==> src/rtl/olivia_trace_buffer_if.sv <==
// Capture/readout bundle for the Olivia retire-trace buffer.
// slave = the trace buffer, master = the core-side driver and trace consumer.
interface olivia_trace_buffer_if #(
  parameter int DEPTH  = 16,
  parameter int PC_W   = 64,
  parameter int DATA_W = 64
);
  localparam int CW = $clog2(DEPTH) + 1;

  logic              cap_valid;
  logic [PC_W-1:0]   cap_pc;
  logic [31:0]       cap_instr;
  logic [DATA_W-1:0] cap_result;
  logic              cap_mismatch;
  logic              arm;
  logic              mode;
  logic              trig_en;
  logic              trig_on_err;
  logic [PC_W-1:0]   trig_pc;
  logic              rd_ready;

  logic              rd_valid;
  logic [PC_W-1:0]   rd_pc;
  logic [31:0]       rd_instr;
  logic [DATA_W-1:0] rd_result;
  logic              rd_last;
  logic [1:0]        state;
  logic [CW-1:0]     count;
  logic              triggered;
  logic              overflow;

  modport master (
    output cap_valid, cap_pc, cap_instr, cap_result, cap_mismatch,
    output arm, mode, trig_en, trig_on_err, trig_pc, rd_ready,
    input  rd_valid, rd_pc, rd_instr, rd_result, rd_last,
    input  state, count, triggered, overflow
  );

  modport slave (
    input  cap_valid, cap_pc, cap_instr, cap_result, cap_mismatch,
    input  arm, mode, trig_en, trig_on_err, trig_pc, rd_ready,
    output rd_valid, rd_pc, rd_instr, rd_result, rd_last,
    output state, count, triggered, overflow
  );
endinterface

==> src/rtl/olivia_trace_buffer.sv <==
// Retire-trace capture buffer for the Olivia core.
// Records {PC, instruction, ALU result} into a DEPTH-entry circular buffer,
// stops on trigger (WRAP: after POST_TRIG more records; FILL: immediately or
// when full) and streams the frozen contents out oldest-first.
module olivia_trace_buffer #(
  parameter int DEPTH     = 16,
  parameter int PC_W      = 64,
  parameter int DATA_W    = 64,
  parameter int POST_TRIG = 8
) (
  input logic               clk,
  input logic               rst,
  olivia_trace_buffer_if.slave bus
);
  localparam int AW = $clog2(DEPTH);
  localparam int CW = AW + 1;
  localparam int PW = (POST_TRIG < 1) ? 1 : $clog2(POST_TRIG + 1);

  typedef enum logic [1:0] {
    S_IDLE  = 2'd0,
    S_ARMED = 2'd1,
    S_POST  = 2'd2,
    S_DONE  = 2'd3
  } state_t;

  state_t          state_q;
  logic [AW-1:0]   wr_ptr_q;
  logic [AW-1:0]   rd_ptr_q;
  logic [CW-1:0]   count_q;
  logic            trig_q;
  logic            ovf_q;
  logic [PW-1:0]   post_q;

  logic [PC_W-1:0]   mem_pc     [DEPTH];
  logic [31:0]       mem_instr  [DEPTH];
  logic [DATA_W-1:0] mem_result [DEPTH];

  logic capturing;
  logic trig_hit;
  logic full;
  logic rd_valid_w;

  // Capture only while armed or in post-trigger; a simultaneous arm discards the record.
  assign capturing  = !bus.arm && bus.cap_valid &&
                      ((state_q == S_ARMED) || (state_q == S_POST));
  assign trig_hit   = bus.cap_valid &&
                      ((bus.trig_en && (bus.cap_pc == bus.trig_pc)) ||
                       (bus.trig_on_err && bus.cap_mismatch));
  assign full       = (count_q == CW'(DEPTH));
  assign rd_valid_w = (state_q == S_DONE) && (count_q != '0);

  // Record storage: data only, no reset needed since reads are gated by rd_valid.
  always_ff @(posedge clk) begin
    if (capturing) begin
      mem_pc[wr_ptr_q]     <= bus.cap_pc;
      mem_instr[wr_ptr_q]  <= bus.cap_instr;
      mem_result[wr_ptr_q] <= bus.cap_result;
    end
  end

  // Capture/trigger/readout FSM with pointer, occupancy and flag bookkeeping.
  always_ff @(posedge clk or posedge rst) begin
    if (rst) begin
      state_q  <= S_IDLE;
      wr_ptr_q <= '0;
      rd_ptr_q <= '0;
      count_q  <= '0;
      trig_q   <= 1'b0;
      ovf_q    <= 1'b0;
      post_q   <= '0;
    end else if (bus.arm) begin
      state_q  <= S_ARMED;
      wr_ptr_q <= '0;
      rd_ptr_q <= '0;
      count_q  <= '0;
      trig_q   <= 1'b0;
      ovf_q    <= 1'b0;
      post_q   <= '0;
    end else begin
      // A full buffer keeps its size: the oldest record is dropped instead.
      if (capturing) begin
        wr_ptr_q <= wr_ptr_q + 1'b1;
        if (!full) begin
          count_q <= count_q + 1'b1;
        end else begin
          rd_ptr_q <= rd_ptr_q + 1'b1;
          ovf_q    <= 1'b1;
        end
      end
      case (state_q)
        S_ARMED: begin
          if (bus.cap_valid) begin
            if (bus.mode) begin
              // FILL: stop on trigger or once the capture fills the buffer.
              if (trig_hit) trig_q <= 1'b1;
              if (trig_hit || full || (count_q == CW'(DEPTH - 1))) state_q <= S_DONE;
            end else if (trig_hit) begin
              trig_q <= 1'b1;
              if (POST_TRIG == 0) begin
                state_q <= S_DONE;
              end else begin
                state_q <= S_POST;
                post_q  <= PW'(POST_TRIG);
              end
            end
          end
        end
        S_POST: begin
          if (bus.cap_valid) begin
            post_q <= post_q - 1'b1;
            if (post_q == PW'(1)) state_q <= S_DONE;
          end
        end
        S_DONE: begin
          if (rd_valid_w && bus.rd_ready) begin
            rd_ptr_q <= rd_ptr_q + 1'b1;
            count_q  <= count_q - 1'b1;
            if (count_q == CW'(1)) state_q <= S_IDLE;
          end
        end
        default: ;
      endcase
    end
  end

  assign bus.rd_valid  = rd_valid_w;
  assign bus.rd_pc     = rd_valid_w ? mem_pc[rd_ptr_q]     : '0;
  assign bus.rd_instr  = rd_valid_w ? mem_instr[rd_ptr_q]  : '0;
  assign bus.rd_result = rd_valid_w ? mem_result[rd_ptr_q] : '0;
  assign bus.rd_last   = rd_valid_w && (count_q == CW'(1));
  assign bus.state     = state_q;
  assign bus.count     = count_q;
  assign bus.triggered = trig_q;
  assign bus.overflow  = ovf_q;
endmodule

==> src/flat_wrapper.sv <==
// flat-port wrapper written by rule: the top's interface ports become plain ports
module olivia_trace_buffer_flat 
#(
  parameter int DEPTH     = 16,
  parameter int PC_W      = 64,
  parameter int DATA_W    = 64,
  parameter int POST_TRIG = 8
)
  (clk, rst, bus_cap_valid, bus_cap_pc, bus_cap_instr, bus_cap_result, bus_cap_mismatch, bus_arm, bus_mode, bus_trig_en, bus_trig_on_err, bus_trig_pc, bus_rd_ready, bus_rd_valid, bus_rd_pc, bus_rd_instr, bus_rd_result, bus_rd_last, bus_state, bus_count, bus_triggered, bus_overflow);
  olivia_trace_buffer_if #(.DEPTH(DEPTH), .PC_W(PC_W), .DATA_W(DATA_W)) bus_i ();
  input logic clk;
  input logic rst;
  input wire logic [$bits(bus_i.cap_valid)-1:0] bus_cap_valid;
  input wire logic [$bits(bus_i.cap_pc)-1:0] bus_cap_pc;
  input wire logic [$bits(bus_i.cap_instr)-1:0] bus_cap_instr;
  input wire logic [$bits(bus_i.cap_result)-1:0] bus_cap_result;
  input wire logic [$bits(bus_i.cap_mismatch)-1:0] bus_cap_mismatch;
  input wire logic [$bits(bus_i.arm)-1:0] bus_arm;
  input wire logic [$bits(bus_i.mode)-1:0] bus_mode;
  input wire logic [$bits(bus_i.trig_en)-1:0] bus_trig_en;
  input wire logic [$bits(bus_i.trig_on_err)-1:0] bus_trig_on_err;
  input wire logic [$bits(bus_i.trig_pc)-1:0] bus_trig_pc;
  input wire logic [$bits(bus_i.rd_ready)-1:0] bus_rd_ready;
  output wire logic [$bits(bus_i.rd_valid)-1:0] bus_rd_valid;
  output wire logic [$bits(bus_i.rd_pc)-1:0] bus_rd_pc;
  output wire logic [$bits(bus_i.rd_instr)-1:0] bus_rd_instr;
  output wire logic [$bits(bus_i.rd_result)-1:0] bus_rd_result;
  output wire logic [$bits(bus_i.rd_last)-1:0] bus_rd_last;
  output wire logic [$bits(bus_i.state)-1:0] bus_state;
  output wire logic [$bits(bus_i.count)-1:0] bus_count;
  output wire logic [$bits(bus_i.triggered)-1:0] bus_triggered;
  output wire logic [$bits(bus_i.overflow)-1:0] bus_overflow;
  assign bus_i.cap_valid = bus_cap_valid;
  assign bus_i.cap_pc = bus_cap_pc;
  assign bus_i.cap_instr = bus_cap_instr;
  assign bus_i.cap_result = bus_cap_result;
  assign bus_i.cap_mismatch = bus_cap_mismatch;
  assign bus_i.arm = bus_arm;
  assign bus_i.mode = bus_mode;
  assign bus_i.trig_en = bus_trig_en;
  assign bus_i.trig_on_err = bus_trig_on_err;
  assign bus_i.trig_pc = bus_trig_pc;
  assign bus_i.rd_ready = bus_rd_ready;
  assign bus_rd_valid = bus_i.rd_valid;
  assign bus_rd_pc = bus_i.rd_pc;
  assign bus_rd_instr = bus_i.rd_instr;
  assign bus_rd_result = bus_i.rd_result;
  assign bus_rd_last = bus_i.rd_last;
  assign bus_state = bus_i.state;
  assign bus_count = bus_i.count;
  assign bus_triggered = bus_i.triggered;
  assign bus_overflow = bus_i.overflow;
  olivia_trace_buffer #(.DEPTH(DEPTH), .PC_W(PC_W), .DATA_W(DATA_W), .POST_TRIG(POST_TRIG)) u_core (.clk(clk), .rst(rst), .bus(bus_i));
endmodule
==> config.mk <==
export PLATFORM = sky130hd
export DESIGN_NAME = olivia_trace_buffer_flat
export DESIGN_NICKNAME = d
export VERILOG_FILES = /design/src/rtl/olivia_trace_buffer_if.sv /design/src/rtl/olivia_trace_buffer.sv /design/src/flat_wrapper.sv
export SDC_FILE = /design/constraint.sdc
export NUM_CORES = 2
export LEC_CHECK = 0
export ABC_AREA = 0
export CORE_UTILIZATION = 57
export CTS_BUF_LIST = sky130_fd_sc_hd__clkbuf_4 sky130_fd_sc_hd__clkbuf_8
export CTS_CLUSTER_SIZE = 24
export DETAILED_ROUTE_END_ITERATION = 6
export PLACE_DENSITY_LB_ADDON = 0.05
export SLEW_MARGIN = 20
export SYNTH_ARGS = -nofsm -noshare
export SYNTH_HDL_FRONTEND = slang
export SYNTH_SLANG_ARGS = --single-unit
==> constraint.sdc <==
create_clock -name clk -period 5.4 [get_ports clk]
set_clock_uncertainty 0.05 [all_clocks]
set_input_delay 0.54 -clock clk [delete_from_list [all_inputs] [get_ports clk]]
set_output_delay 0.54 -clock clk [all_outputs]
set_load 0.05 [all_outputs]
# After elaboration in Yosys (flattened, before gate mapping)
# Memory sizes are Yosys's and may differ from the RTL's.
# Index checks and enable logic that the tools add are counted.
# W data, S select, Z words.
dict set report classes {
  addsub 5
  n_mul 0
  div 0
  n_lt_le_gt_ge 0
  eq_ne 17
  shifts 0
  n_mux 40
  n_bitwise 0
  reduce_logical 25
}
# operator n
set ops {}
lappend ops {{$mux W64} 2}
lappend ops {{$eq A64 B64 Y1} 1}
lappend ops {{$mux W4} 12}
lappend ops {{$mux W32} 1}
lappend ops {{$mux W5} 5}
lappend ops {{$mux W2} 9}
lappend ops {{$ne A3 B3 Y1 const B} 6}
lappend ops {{$reduce_bool A2 Y1} 5}
lappend ops {{$mux W1} 9}
lappend ops {{$add A4 B1 Y4 const B} 2}
lappend ops {{$logic_and A1 B1 Y1} 8}
lappend ops {{$pmux W4 S2} 1}
lappend ops {{$reduce_and A8 Y1} 1}
lappend ops {{$pmux W2 S3} 1}
lappend ops {{$add A5 B1 Y5 const B} 1}
lappend ops {{$eq A5 B1 Y1 const B} 1}
lappend ops {{$eq A5 B4 Y1 const B} 1}
lappend ops {{$eq A5 B5 Y1 const B} 1}
lappend ops {{$reduce_and A5 Y1} 1}
lappend ops {{$reduce_bool A5 Y1} 1}
lappend ops {{$sub A5 B1 Y5 const B} 1}
lappend ops {{$eq A2 B2 Y1 const B} 2}
lappend ops {{$eq A4 B1 Y1 const B} 1}
lappend ops {{$logic_or A1 B1 Y1} 4}
lappend ops {{10 further kinds} 10}
dict set report totals {
  ff_bits 21
  latchBits 0
  ram_bits 2560
  rom_bits 0
  input_bits 233
  output_inout_bits 171
  word_cells 97
  n_memories 3
}
# memory depth word_bits read_ports rd_clocked_by_memory_dff write_ports line
set mem_list {}
lappend mem_list {u_core.mem_pc 16 64 1 0 1 olivia_trace_buffer.sv:34} ;# logic [PC_W-1:0] mem_pc [DEPTH];
lappend mem_list {u_core.mem_result 16 64 1 0 1 olivia_trace_buffer.sv:36} ;# logic [DATA_W-1:0] mem_result [DEPTH];
lappend mem_list {u_core.mem_instr 16 32 1 0 1 olivia_trace_buffer.sv:35} ;# logic [31:0] mem_instr [DEPTH];

# Logic depth before layout (Yosys ltp)
dict set report depth {
  depth_word 11
  ltp_mapped 10
}

# Worst setup path before layout
# No wires, ideal clock.
dict set report synth_timing {
  kind {register -> register}
  startpoint {reg u_core.state_q[0], in the netlist u_core.bus.state[0]}
  endpoint {mem u_core.mem_instr[10][0], enable pin}
  t_arrival_ps 5636
  required_time_ps 4812
  slack_ps -824
  path_stages_with_launch 7
  synth_period_minus_slack_ps 6224
  cell_sequence {dfrtp_1 inv_1 ha_1 nand2b_1 or2_2 nor3b_1 and2_1}
}
dict set report synth_between {
  elab_chain_cells 5
  elab_cells_between_ends 6
  classes_between {eq/ne: 2; mux: 2; reduce/logical: 2}
}
# item line
set synth_rtl {}
lappend synth_rtl {{start, declared} olivia_trace_buffer.sv:26} ;# state_t state_q;
lappend synth_rtl {{start signal, assigned} olivia_trace_buffer.sv:64} ;# state_q <= S_IDLE;
lappend synth_rtl {{start signal, assigned} olivia_trace_buffer.sv:72} ;# state_q <= S_ARMED;
lappend synth_rtl {{start signal, assigned} olivia_trace_buffer.sv:96} ;# if (trig_hit || full || (count_q == CW'(DEPTH - 1))) state_q <= S_DONE;
lappend synth_rtl {{$eq A2 B1 Y1 or $eq A2 B2 Y1 (tied branches)} olivia_trace_buffer.sv:45} ;# ((state_q == S_ARMED) || (state_q == S_POST));
lappend synth_rtl {{$logic_or A1 B1 Y1 *} olivia_trace_buffer.sv:45}
lappend synth_rtl {{$logic_and A1 B1 Y1 *} olivia_trace_buffer.sv:44} ;# assign capturing = !bus.arm && bus.cap_valid &&
lappend synth_rtl {{$mux W1 *} olivia_trace_buffer.sv:54} ;# if (capturing) begin
lappend synth_rtl {{$mux W1 (not written as such) *} olivia_trace_buffer.sv:56} ;# mem_instr[wr_ptr_q] <= bus.cap_instr;
lappend synth_rtl {{end, declared} olivia_trace_buffer.sv:35}
# Mark *: on every way between the ends. The rest lies on a longest branch, timed or not.

# Final worst setup path
dict set report layout_timing {
  startpoint {reg u_core.count_q[0], in the netlist u_core.bus.count[0]}
  endpoint {out bus_rd_result[19]}
}
dict set report layout_between {
  elab_chain_cells 3
}
# item line
set layout_rtl {}
lappend layout_rtl {{start, declared} olivia_trace_buffer.sv:29} ;# logic [CW-1:0] count_q;
lappend layout_rtl {{start signal, assigned} olivia_trace_buffer.sv:84} ;# count_q <= count_q + 1'b1;
lappend layout_rtl {{start signal, assigned} olivia_trace_buffer.sv:117} ;# count_q <= count_q - 1'b1;
lappend layout_rtl {{$reduce_bool A5 Y1} olivia_trace_buffer.sv:50} ;# assign rd_valid_w = (state_q == S_DONE) && (count_q != '0);
lappend layout_rtl {{$logic_and A1 B1 Y1} olivia_trace_buffer.sv:50}
lappend layout_rtl {{$mux W64} olivia_trace_buffer.sv:129} ;# assign bus.rd_result = rd_valid_w ? mem_result[rd_ptr_q] : '0;
lappend layout_rtl {{end, declared} flat_wrapper.sv:27} ;# output wire logic [$bits(bus_i.rd_result)-1:0] bus_rd_result;
# Every way passes these cells.

==> metrics <==
Crit path required time 4.81 ns; largest net degree at the start of global routing 89; post-synthesis sequential area ratio 78.24%; Worst R2R Setup Slack 1.65 ns; reg2reg start u_core.bus.state[0]; Setup TNS 0 ns; outcome finished clean; Nets 4,999; Final ANT Viol Nets 0; count of final setup violators 0; area leader, netlist edfxtp_1; root cell of the clock tree clkbuf_8; Synth Flop Type edfxtp_1; final worst slack 0.2609 ns; mean area per synthesized cell 24.75 sq um; top cell type's share of synthesized area 77.70%; Total GRT Usage 27.23%; CTS Hold Buffers Added 0; Clk Latency, worst-skew pair 1.07 ns; Reg clk slew, reported paths 0.06 ns; Mapped Cells 3,997; Sequential Power Share 50.5%; CTS sink count 2,581; internal power 33.78 mW; cts bufs inserted 420; Max Cap Viol 0; Reg2Reg Capture Point u_core.mem_instr[11][21]; Compound-Gate Fraction of Synth Area 0.2871%; DRC 0; GR Overflow Total 0; GR Layer Usage met1 38.45%; Final Max Slew Viols 0; main combinational cell family by area after synthesis multiplexers; hpwl dp 124,900 um; pre-CTS setup slack 0.6858 ns; Post-Synth Simple-Gate Area 1.657%; Tmin final 5.139 ns; met2 Track Usage GR 44.47%; Initial DRC Count 4,214; post-synthesis net count 4,244; die extent in x 418.6 um; P_leak 35.08 nW; final wirelength 234,700 um; EDFF count, synth 2,560; per-cell routed wire length 31.80 um; Clock Tree Buf Depth 4; Crit Path Max Fanout 20; synth top area cells edfxtp_1, mux4_2, and2_1; H-tree depth 5; clock share of power 35.8%; register area 77,410 sq um; first-pass GRT wire length 336,200 um; Max Freq 194.6 MHz; Sw Pwr 10.99 mW; HP Class in2async; area of the core 171,900 sq um; fin crit share 95.17%; Cell Pwr Density 389.3 nW/um^2; Yosys cell types 50; Slew headroom 31.17%; die span in y 418.6 um; TritonCTS clock tree done; Worst VDD drop 0.2954 mV; Async SR Flop Fraction 0.8136%; Cell Area, Synth 98,930 sq um; critical path startpoint category register; #FFs+latches synth 2,581; met3 Usage GRT 4.689%; sw frac 24.55%; WHS 0.1694 ns; routed vias 46,080; synth warn 0; Post-Synth Adder-Cell Area 0.1771%; critical path capture point type primary output; Multi-input gate area 20,730 sq um; type of the worst setup path reg2out; unrepaired setup endpoints after global routing false; r2r worst-path depth 7; Site Rows 152; Post-CTS Setup Bufs 0; slew at the pin closest to its max-slew limit 1.030 ns; number of fill cells 11,070; die area 175,200 sq um; Layout area overhead 16.25%; Ports 404; I/O Buffers 403; Vias/cell 6.245; layout cell share with drive strength beyond 1 31.83%; mux share of post-synthesis cell area 18.23%; Initial Utilization 57.54%; number of global-route vias before repair 47,630; Data arrival, critical path 4.55 ns; Gate power share 13.7%; endpoints failing hold 0; Resized cells post-CTS 0; drt pass-1 iters 5; GPL Wtd Cong 0.7595; initial antenna violation count 33; gr busiest metal met2; post-synthesis xor/xnor area fraction 0.5489%
layout by cell type, fill, tap and decap left out, types with 14 or more instances in the layout:
master / netlist / final
mux4_2: 800 / 800
buf_12: 0 / 81
and2_1: 177 / 161
inv_1: 22 / 22
ha_1: 14 / 14
clkbuf_8: 0 / 434
xnor2_1: 48 / 48
clkinv_2: 0 / 51
nand2_1: 15 / 15
nand4_1: 18 / 18
buf_4: 0 / 64
dfrtp_1: 21 / 17
xor2_1: 14 / 14
edfxtp_1: 2560 / 2560
and2_4: 0 / 16
clkdlybuf4s50_1: 0 / 389
clkbuf_4: 0 / 137
clkinv_1: 0 / 95
nor2_1: 21 / 21
registers in the layout, summed over array words and instances, names as in the netlist:
name                  cells
u_core.wr_ptr_q           4
u_core.bus.state          2
u_core.mem_result      1024
u_core.mem_pc          1024
u_core.bus.overflow       1
u_core.bus.count          5
u_core.bus.triggered      1
u_core.mem_instr        512
u_core.rd_ptr_q           4
u_core.post_q             4
synthesized netlist by cell type (2+ instances only):
cell,number
dfrtp_1,21
and2_1,177
inv_1,22
a211oi_1,3
xnor2_1,48
nand2b_1,4
buf_1,45
nand3_1,5
a2111oi_0,2
nand2_1,15
or4_4,2
edfxtp_1,2560
nor3b_1,2
a21oi_1,12
o21ai_0,8
and3_1,4
nor2_1,21
nor4b_1,2
nor3_1,6
clkbuf_1,149
xor2_1,14
nand4_1,18
or2_2,2
buf_2,6
mux4_2,800
nor4_1,4
nor2b_1,7
ha_1,14
o22ai_1,3
power by group through the flow:
stage,Sequential [mW],Clock [mW],Combinational (mW)
CTS,22.6,16.4,6.23
finish,22.6,16.0,6.12
detailed placement,23.0,0,6.21
global route,22.6,17.2,6.46
global placement,23.0,0,6.18
floorplan,23.1,0,3.89
metal layers:
metal | routed length [um] | share of wire (%)
met5 | 154 | 0.066
met4 | 5416 | 2.3
met3 | 14560 | 6.2
met2 | 118600 | 51
met1 | 95920 | 41
metrics by stage:
step           instances  total power, mW  area [sq um]  util, %
2_1_floorplan       3997            26.95         98940        -
3_3_place_gp        6640            29.19        107100    62.30
3_5_place_dp        6640            29.23        107100    62.30
4_1_cts             7371            45.19        115000    66.88
5_1_grt             7374            46.24        115000    66.89
6_report            7379            44.77        115000    66.90
kinds of logic (layout without fill, tap and decap cells):
| family | Yosys count | after routing |
|---|---|---|
| mux | 802 | 802 |
| other cells | 0 | 8 |
| flops | 2581 | 2581 |
| compound gates | 41 | 41 |
| fa+ha+maj | 14 | 14 |
| xor+xnor | 62 | 62 |
| simple gates | 274 | 274 |
| buf+inv | 223 | 1287 |
worst max-delay path, stage by stage (launching register included):
cell and delay (ns):
dfrtp_1 0.41, inv_1 0.11, ha_1 0.25, nor3b_1 0.20, a21boi_4 0.81, buf_4 0.49
buf_4 0.25, and2_1 0.15, clkdlybuf4s50_1 0.80
worst max-delay path by stage:
stage                                    from                endpoint  slack [ns]
after detailed placement       bus_cap_pc[63]     u_core.bus.state[1]        0.69
final                     u_core.bus.count[0]       bus_rd_result[19]        0.26
after floorplan           u_core.bus.state[0]  u_core.mem_instr[4][0]       -0.65
after CTS                 u_core.bus.count[0]       bus_rd_result[52]        0.16
after global routing      u_core.bus.count[0]       bus_rd_result[18]         0.1
after global placement         bus_cap_pc[63]     u_core.bus.state[1]        0.71
final cells by class:
| cell class | count | area share [%] |
|---|---|---|
| clock buffers | 571 | 6.088 |
| flip-flops and latches | 2581 | 67.31 |
| multi-input cells | 1193 | 18.03 |
| repair buffers | 534 | 5.213 |
| diodes | 8 | 0.01741 |
| clock inverters | 160 | 0.7615 |
| inverters | 22 | 0.07180 |
| well taps | 2310 | 2.513 |
(Power assumes the default switching activity.)
